### config.mk
export PLATFORM = sky130hd
export DESIGN_NAME = wb2axi
export DESIGN_NICKNAME = d
export VERILOG_FILES = /design/src/rtl/wb2axi.sv
export SDC_FILE = /design/constraint.sdc
export NUM_CORES = 1
export LEC_CHECK = 0
export CAP_MARGIN = 10
export CORE_AREA = 2 2 125 127
export CTS_BUF_LIST = sky130_fd_sc_hd__clkbuf_4 sky130_fd_sc_hd__clkbuf_8 sky130_fd_sc_hd__clkbuf_16
export CTS_CLUSTER_SIZE = 40
export DETAILED_ROUTE_END_ITERATION = 8
export DIE_AREA = 0 0 127 129
export DONT_BUFFER_PORTS = 1
export PLACE_DENSITY = 0.57
export SLEW_MARGIN = 20
export SYNTH_ARGS = -nofsm -noshare
export SYNTH_HDL_FRONTEND = slang
export SYNTH_SLANG_ARGS = --single-unit
### constraint.sdc
create_clock -name clk_i -period 2.05 [get_ports clk_i]
set_clock_uncertainty 0.05 [all_clocks]
set_input_delay 0.205 -clock clk_i [delete_from_list [all_inputs] [get_ports clk_i]]
set_output_delay 0.205 -clock clk_i [all_outputs]
set_load 0.03 [all_outputs]
### src/rtl/wb2axi.sv
// wb2axi: Wishbone classic slave to AXI4 master bridge.
// Each Wishbone cycle becomes one single-beat AXI transaction; one outstanding.
module wb2axi #(
    parameter int ID_WIDTH       = 10,
    parameter int AXI_ADDR_WIDTH = 32,
    parameter int AXI_DATA_WIDTH = 32,
    parameter int AXI_ID         = 0
) (
    input  logic                          clk_i,
    input  logic                          rst_ni,
    input  logic                          wb_cyc_i,
    input  logic                          wb_stb_i,
    input  logic                          wb_we_i,
    input  logic [AXI_ADDR_WIDTH-1:0]     wb_adr_i,
    input  logic [AXI_DATA_WIDTH-1:0]     wb_dat_i,
    input  logic [AXI_DATA_WIDTH/8-1:0]   wb_sel_i,
    output logic [AXI_DATA_WIDTH-1:0]     wb_dat_o,
    output logic                          wb_ack_o,
    output logic                          wb_err_o,
    output logic [ID_WIDTH-1:0]           master_aw_id,
    output logic [AXI_ADDR_WIDTH-1:0]     master_aw_addr,
    output logic [7:0]                    master_aw_len,
    output logic [2:0]                    master_aw_size,
    output logic [1:0]                    master_aw_burst,
    output logic                          master_aw_valid,
    input  logic                          master_aw_ready,
    output logic [AXI_DATA_WIDTH-1:0]     master_w_data,
    output logic [AXI_DATA_WIDTH/8-1:0]   master_w_strb,
    output logic                          master_w_last,
    output logic                          master_w_valid,
    input  logic                          master_w_ready,
    input  logic [ID_WIDTH-1:0]           master_b_id,
    input  logic [1:0]                    master_b_resp,
    input  logic                          master_b_valid,
    output logic                          master_b_ready,
    output logic [ID_WIDTH-1:0]           master_ar_id,
    output logic [AXI_ADDR_WIDTH-1:0]     master_ar_addr,
    output logic [7:0]                    master_ar_len,
    output logic [2:0]                    master_ar_size,
    output logic [1:0]                    master_ar_burst,
    output logic                          master_ar_valid,
    input  logic                          master_ar_ready,
    input  logic [ID_WIDTH-1:0]           master_r_id,
    input  logic [AXI_DATA_WIDTH-1:0]     master_r_data,
    input  logic [1:0]                    master_r_resp,
    input  logic                          master_r_last,
    input  logic                          master_r_valid,
    output logic                          master_r_ready
);
    localparam int STRB_W = AXI_DATA_WIDTH / 8;
    localparam int OFFS = $clog2(STRB_W);
    localparam logic [2:0] SIZE = 3'(OFFS);
    localparam logic [AXI_ADDR_WIDTH-1:0] ADDR_MASK =
        {AXI_ADDR_WIDTH{1'b1}} << OFFS;
    localparam logic [ID_WIDTH-1:0] ID = ID_WIDTH'(AXI_ID);

    localparam logic [2:0] IDLE   = 3'd0;
    localparam logic [2:0] WR     = 3'd1;
    localparam logic [2:0] WAIT_B = 3'd2;
    localparam logic [2:0] RD     = 3'd3;
    localparam logic [2:0] WAIT_R = 3'd4;
    localparam logic [2:0] DONE   = 3'd5;

    logic [2:0] state_q, state_d;
    logic aw_valid_q, aw_valid_d;
    logic w_valid_q, w_valid_d;
    logic b_ready_q, b_ready_d;
    logic ar_valid_q, ar_valid_d;
    logic r_ready_q, r_ready_d;
    logic ack_q, ack_d;
    logic err_q, err_d;
    logic [AXI_ADDR_WIDTH-1:0] addr_q, addr_d;
    logic [AXI_DATA_WIDTH-1:0] wdata_q, wdata_d;
    logic [STRB_W-1:0] strb_q, strb_d;
    logic [AXI_DATA_WIDTH-1:0] rdata_q, rdata_d;

    // r_last carries no information for single-beat reads
    logic unused_r_last;
    assign unused_r_last = master_r_last;

    always_comb begin
        state_d    = state_q;
        aw_valid_d = aw_valid_q;
        w_valid_d  = w_valid_q;
        b_ready_d  = b_ready_q;
        ar_valid_d = ar_valid_q;
        r_ready_d  = r_ready_q;
        addr_d     = addr_q;
        wdata_d    = wdata_q;
        strb_d     = strb_q;
        rdata_d    = rdata_q;
        ack_d      = 1'b0;
        err_d      = 1'b0;
        unique case (state_q)
            IDLE: begin
                if (wb_cyc_i && wb_stb_i) begin
                    addr_d  = wb_adr_i & ADDR_MASK;
                    wdata_d = wb_dat_i;
                    strb_d  = wb_sel_i;
                    if (wb_we_i) begin
                        state_d    = WR;
                        aw_valid_d = 1'b1;
                        w_valid_d  = 1'b1;
                    end else begin
                        state_d    = RD;
                        ar_valid_d = 1'b1;
                    end
                end
            end
            WR: begin
                if (aw_valid_q && master_aw_ready) aw_valid_d = 1'b0;
                if (w_valid_q && master_w_ready) w_valid_d = 1'b0;
                if (!aw_valid_d && !w_valid_d) begin
                    state_d   = WAIT_B;
                    b_ready_d = 1'b1;
                end
            end
            WAIT_B: begin
                if (master_b_valid) begin
                    state_d   = DONE;
                    b_ready_d = 1'b0;
                    // a master that already left the cycle gets no termination
                    if (master_b_resp[1] || master_b_id != ID) err_d = wb_cyc_i;
                    else ack_d = wb_cyc_i;
                end
            end
            RD: begin
                if (master_ar_ready) begin
                    state_d    = WAIT_R;
                    ar_valid_d = 1'b0;
                    r_ready_d  = 1'b1;
                end
            end
            WAIT_R: begin
                if (master_r_valid) begin
                    state_d   = DONE;
                    r_ready_d = 1'b0;
                    rdata_d   = master_r_data;
                    if (master_r_resp[1] || master_r_id != ID) err_d = wb_cyc_i;
                    else ack_d = wb_cyc_i;
                end
            end
            DONE: state_d = IDLE;
            default: state_d = IDLE;
        endcase
    end

    always_ff @(posedge clk_i or negedge rst_ni) begin
        if (!rst_ni) begin
            state_q    <= IDLE;
            aw_valid_q <= 1'b0;
            w_valid_q  <= 1'b0;
            b_ready_q  <= 1'b0;
            ar_valid_q <= 1'b0;
            r_ready_q  <= 1'b0;
            ack_q      <= 1'b0;
            err_q      <= 1'b0;
            addr_q     <= '0;
            wdata_q    <= '0;
            strb_q     <= '0;
            rdata_q    <= '0;
        end else begin
            state_q    <= state_d;
            aw_valid_q <= aw_valid_d;
            w_valid_q  <= w_valid_d;
            b_ready_q  <= b_ready_d;
            ar_valid_q <= ar_valid_d;
            r_ready_q  <= r_ready_d;
            ack_q      <= ack_d;
            err_q      <= err_d;
            addr_q     <= addr_d;
            wdata_q    <= wdata_d;
            strb_q     <= strb_d;
            rdata_q    <= rdata_d;
        end
    end

    assign wb_dat_o        = rdata_q;
    assign wb_ack_o        = ack_q;
    assign wb_err_o        = err_q;
    assign master_aw_id    = ID;
    assign master_aw_addr  = addr_q;
    assign master_aw_len   = 8'd0;
    assign master_aw_size  = SIZE;
    assign master_aw_burst = 2'b01;
    assign master_aw_valid = aw_valid_q;
    assign master_w_data   = wdata_q;
    assign master_w_strb   = strb_q;
    assign master_w_last   = 1'b1;
    assign master_w_valid  = w_valid_q;
    assign master_b_ready  = b_ready_q;
    assign master_ar_id    = ID;
    assign master_ar_addr  = addr_q;
    assign master_ar_len   = 8'd0;
    assign master_ar_size  = SIZE;
    assign master_ar_burst = 2'b01;
    assign master_ar_valid = ar_valid_q;
    assign master_r_ready  = r_ready_q;

endmodule
==> summary.txt <==
Cells and area
  – Final nets: 641
  – Filler cell count: 1377
  – Register Area: 2700 µm²
  – Area used by multi-input combinational logic: 1620 µm²
  – Share of cells above drive strength 1: 0.117
  – Antenna diode count: 0
  – Core Util, Final: 0.401
  – Synthesis-to-layout area growth: 23.1%
  – Commonest non-fill, non-tap cell in the layout: dfrtp_1
  – Commonest non-fill, non-tap cells in the layout: 108 x dfrtp_1, 107 x nand2_1, 105 x dlygate4sd3_1
  – Layout Cells excl Fill: 699

Timing
  – Worst slew pin tran: 0.615 ns
  – Tcrit/Tclk final: 0.903
  – Unrepaired setup endpoints after global routing: no
  – Fin. Hold Viols: 108
  – Hold WS: -0.502 ns
  – Slew headroom: 0.590
  – Post-route setup TNS: 0 ns
  – Maximum clock frequency: 540 MHz
  – Fin crit period: 1.85 ns
  – Final setup fails: 0
  – Pins Over Slew Limit: 0

Outcome
  – Status: complete, but fails checks
  – Failing checks: negative hold slack

CTS
  – CTS tree: built
  – Number of CTS-inserted buffers: 9
  – Root buffer cell: clkbuf_16
  – Post-cts resize count: 0
  – CTS max path bufs: 2
  – Postcts setup bufs: 0
  – Hold_buf cts: 105
  – Clock H-tree levels: 3
  – Clock input transition at the sequential cells of the worst setup and hold paths: 0.07 ns
  – Worst-skew pair later-pin latency: 0.34 ns
  – Clock sink total: 108

Power and ir drop
  – Pwr dens: 1700 nW/µm²
  – Peak VDD IR: 0.830 mV
  – Pleak: 2.77 nW

Drt
  – Total wire length: 10.9 mm
  – Iter 0 DRT Violations: 70
  – Via Count: 3177
  – Wire length per cell: 15.6 µm
  – Post-route ant nets: 0
  – Length of the first detailed-routing pass in iterations: 6
  – Met1 WL: 3.91 mm
  – Metal2 WL: 5.68 mm
  – Met3 wire length: 1.11 mm
  – Max layer used: met4
  – Vias per inst: 4.55
  – Residual DRC: 0

Worst setup path
  – Crit path DAT: 2.02 ns
  – Crit path kind: reg2reg
  – Reg-to-reg slack, setup: 0.20 ns
  – Critical path's top delay family: flip-flops
  – Crit-path cells: nor4_4 > buf_12 > mux2_2
  – Startpoint types: flop
  – Critical Path RT: 2.22 ns
  – WP buf/inv: 1
  – Worst Setup End Kind: flop
  – Slowest CP cell: dfrtp_1
  – CP max stage delay: 0.51 ns
  – Critical path fanouts, max: 64

Synthesis
  – Warnings from Yosys: 0
  – Post-synth EDFFs: 0
  – Top area cells in the synthesized netlist: dfrtp_1 55%, buf_4 13%, mux2_2 8.5%
  – Asr flop ratio synth: 1.00
  – Synth Flop Type: dfrtp_1
  – Register area share after synthesis: 0.554
  – Synthesized area per cell: 11.3 µm²
  – Post-synthesis cell count: 433
  – Unique cell type count in the Yosys netlist: 32
  – Synth top area share: 0.554
  – Synth Register Bits: 108
  – Post-Syn Area: 4880 µm²
  – Yosys top cell by area: dfrtp_1

GRT
  – GR Util All Layers: 0.129
  – Initial antenna violation count: 0
  – Grt ovf: 0
  – Largest net degree at the start of global routing: 109
  – Vias in the first global route: 3246
  – Global-route wire length before repair: 16.4 mm

Placed design
  – Buffers on Ports: 0
  – Cell count after placement: 578
  – DPL Wire Length: 7.02 mm
  – Final RePlAce weighted congestion: 0.721

Hold path
  – Hold WC Path Type: in2async

Floorplanning
  – Die width: 127 µm
  – Initial Util: 0.326
  – Core box area: 15000 µm²
  – I/O pin total: 321
  – Std cell rows: 45
  – Die area: 16400 µm²
  – Die H: 129 µm

Run
  – Max-cap viol count: 0
## worst register-to-register path, cell delays in order (launching register included)
cell	delay, ns
dfrtp_1	0.51
nor4_4	0.39
buf_12	0.36
mux2_2	0.42
## final timing paths
check                             start                 end  cells past startpoint
max                          state_q[0]    master_w_strb[0]                      3
min                              rst_ni   master_w_data[14]                      0
max reg2reg                  state_q[0]    master_w_strb[0]                      3
min reg2reg                wb_dat_o[24]        wb_dat_o[24]                      2
max in group asynchronous        rst_ni  master_ar_addr[19]                      0
min in group clk_i              wb_we_i      master_w_valid                      2
## cell type report
type	count	area share
multi-input combinational	271	0.270
inverter	5	0.00313
tap	188	0.0392
clock buffer	11	0.0410
sequential	108	0.450
timing repair buffer	111	0.187
clock inverter	5	0.0100
## registers in the layout, summed over array words and instances, names as in the netlist, 3 cells and up
signal and count:
wb_dat_o 32, state_q 3, master_w_data 32, master_w_strb 4, master_ar_addr 30
## kinds of logic (layout without fill, tap and decap cells)
family	count (synthesis)	count (layout)	synth area share
AND/OR/NAND/NOR	132	132	0.113
flip-flops	108	108	0.554
buffers and inverters	103	132	0.152
multiplexers	66	66	0.152
AO/OA/AOI/OAI	22	22	0.0274
other	2	51	0.00154
## metrics by stage
step                area (µm²)  hold slack (ns)  setup WS, ns  total power [mW]
floorplan                 5060           -0.141         0.415              8.32
detailed placement        4650           -0.138         0.217              8.34
global placement          4650           -0.138         0.268              8.24
finish                    6010           -0.502         0.199              10.2
global route              6010           -0.532         0.102              10.7
CTS                       6010           -0.524         0.193              10.3
## metal layers
| layer | track usage | vias up |
|---|---|---|
| li1 | - | 1424 |
| met1 | 0.133 | 1546 |
| met2 | 0.231 | 192 |
| met3 | 0.0549 | 15 |
| met4 | 0.0524 | 0 |
| met5 | 0 | - |
## Yosys cell counts (3+ instances only)
library cell / n
and3_1: 3
mux2_1: 29
dfrtp_1: 108
buf_6: 4
nor4_1: 4
mux2_2: 37
o21ai_0: 9
a31oi_1: 3
nor3_1: 3
nand2_1: 107
inv_1: 5
nor2_1: 6
clkbuf_1: 4
buf_4: 84
buf_2: 6
## report_power, final
group          switching [mW]  internal, mW  total, mW  leakage (nW)
registers                3.58          3.11       6.69          1.30
clock network           0.756         0.999       1.75         0.150
logic                   0.830         0.929       1.76          1.31
Note: power is estimated with default switching activity, not from simulation.
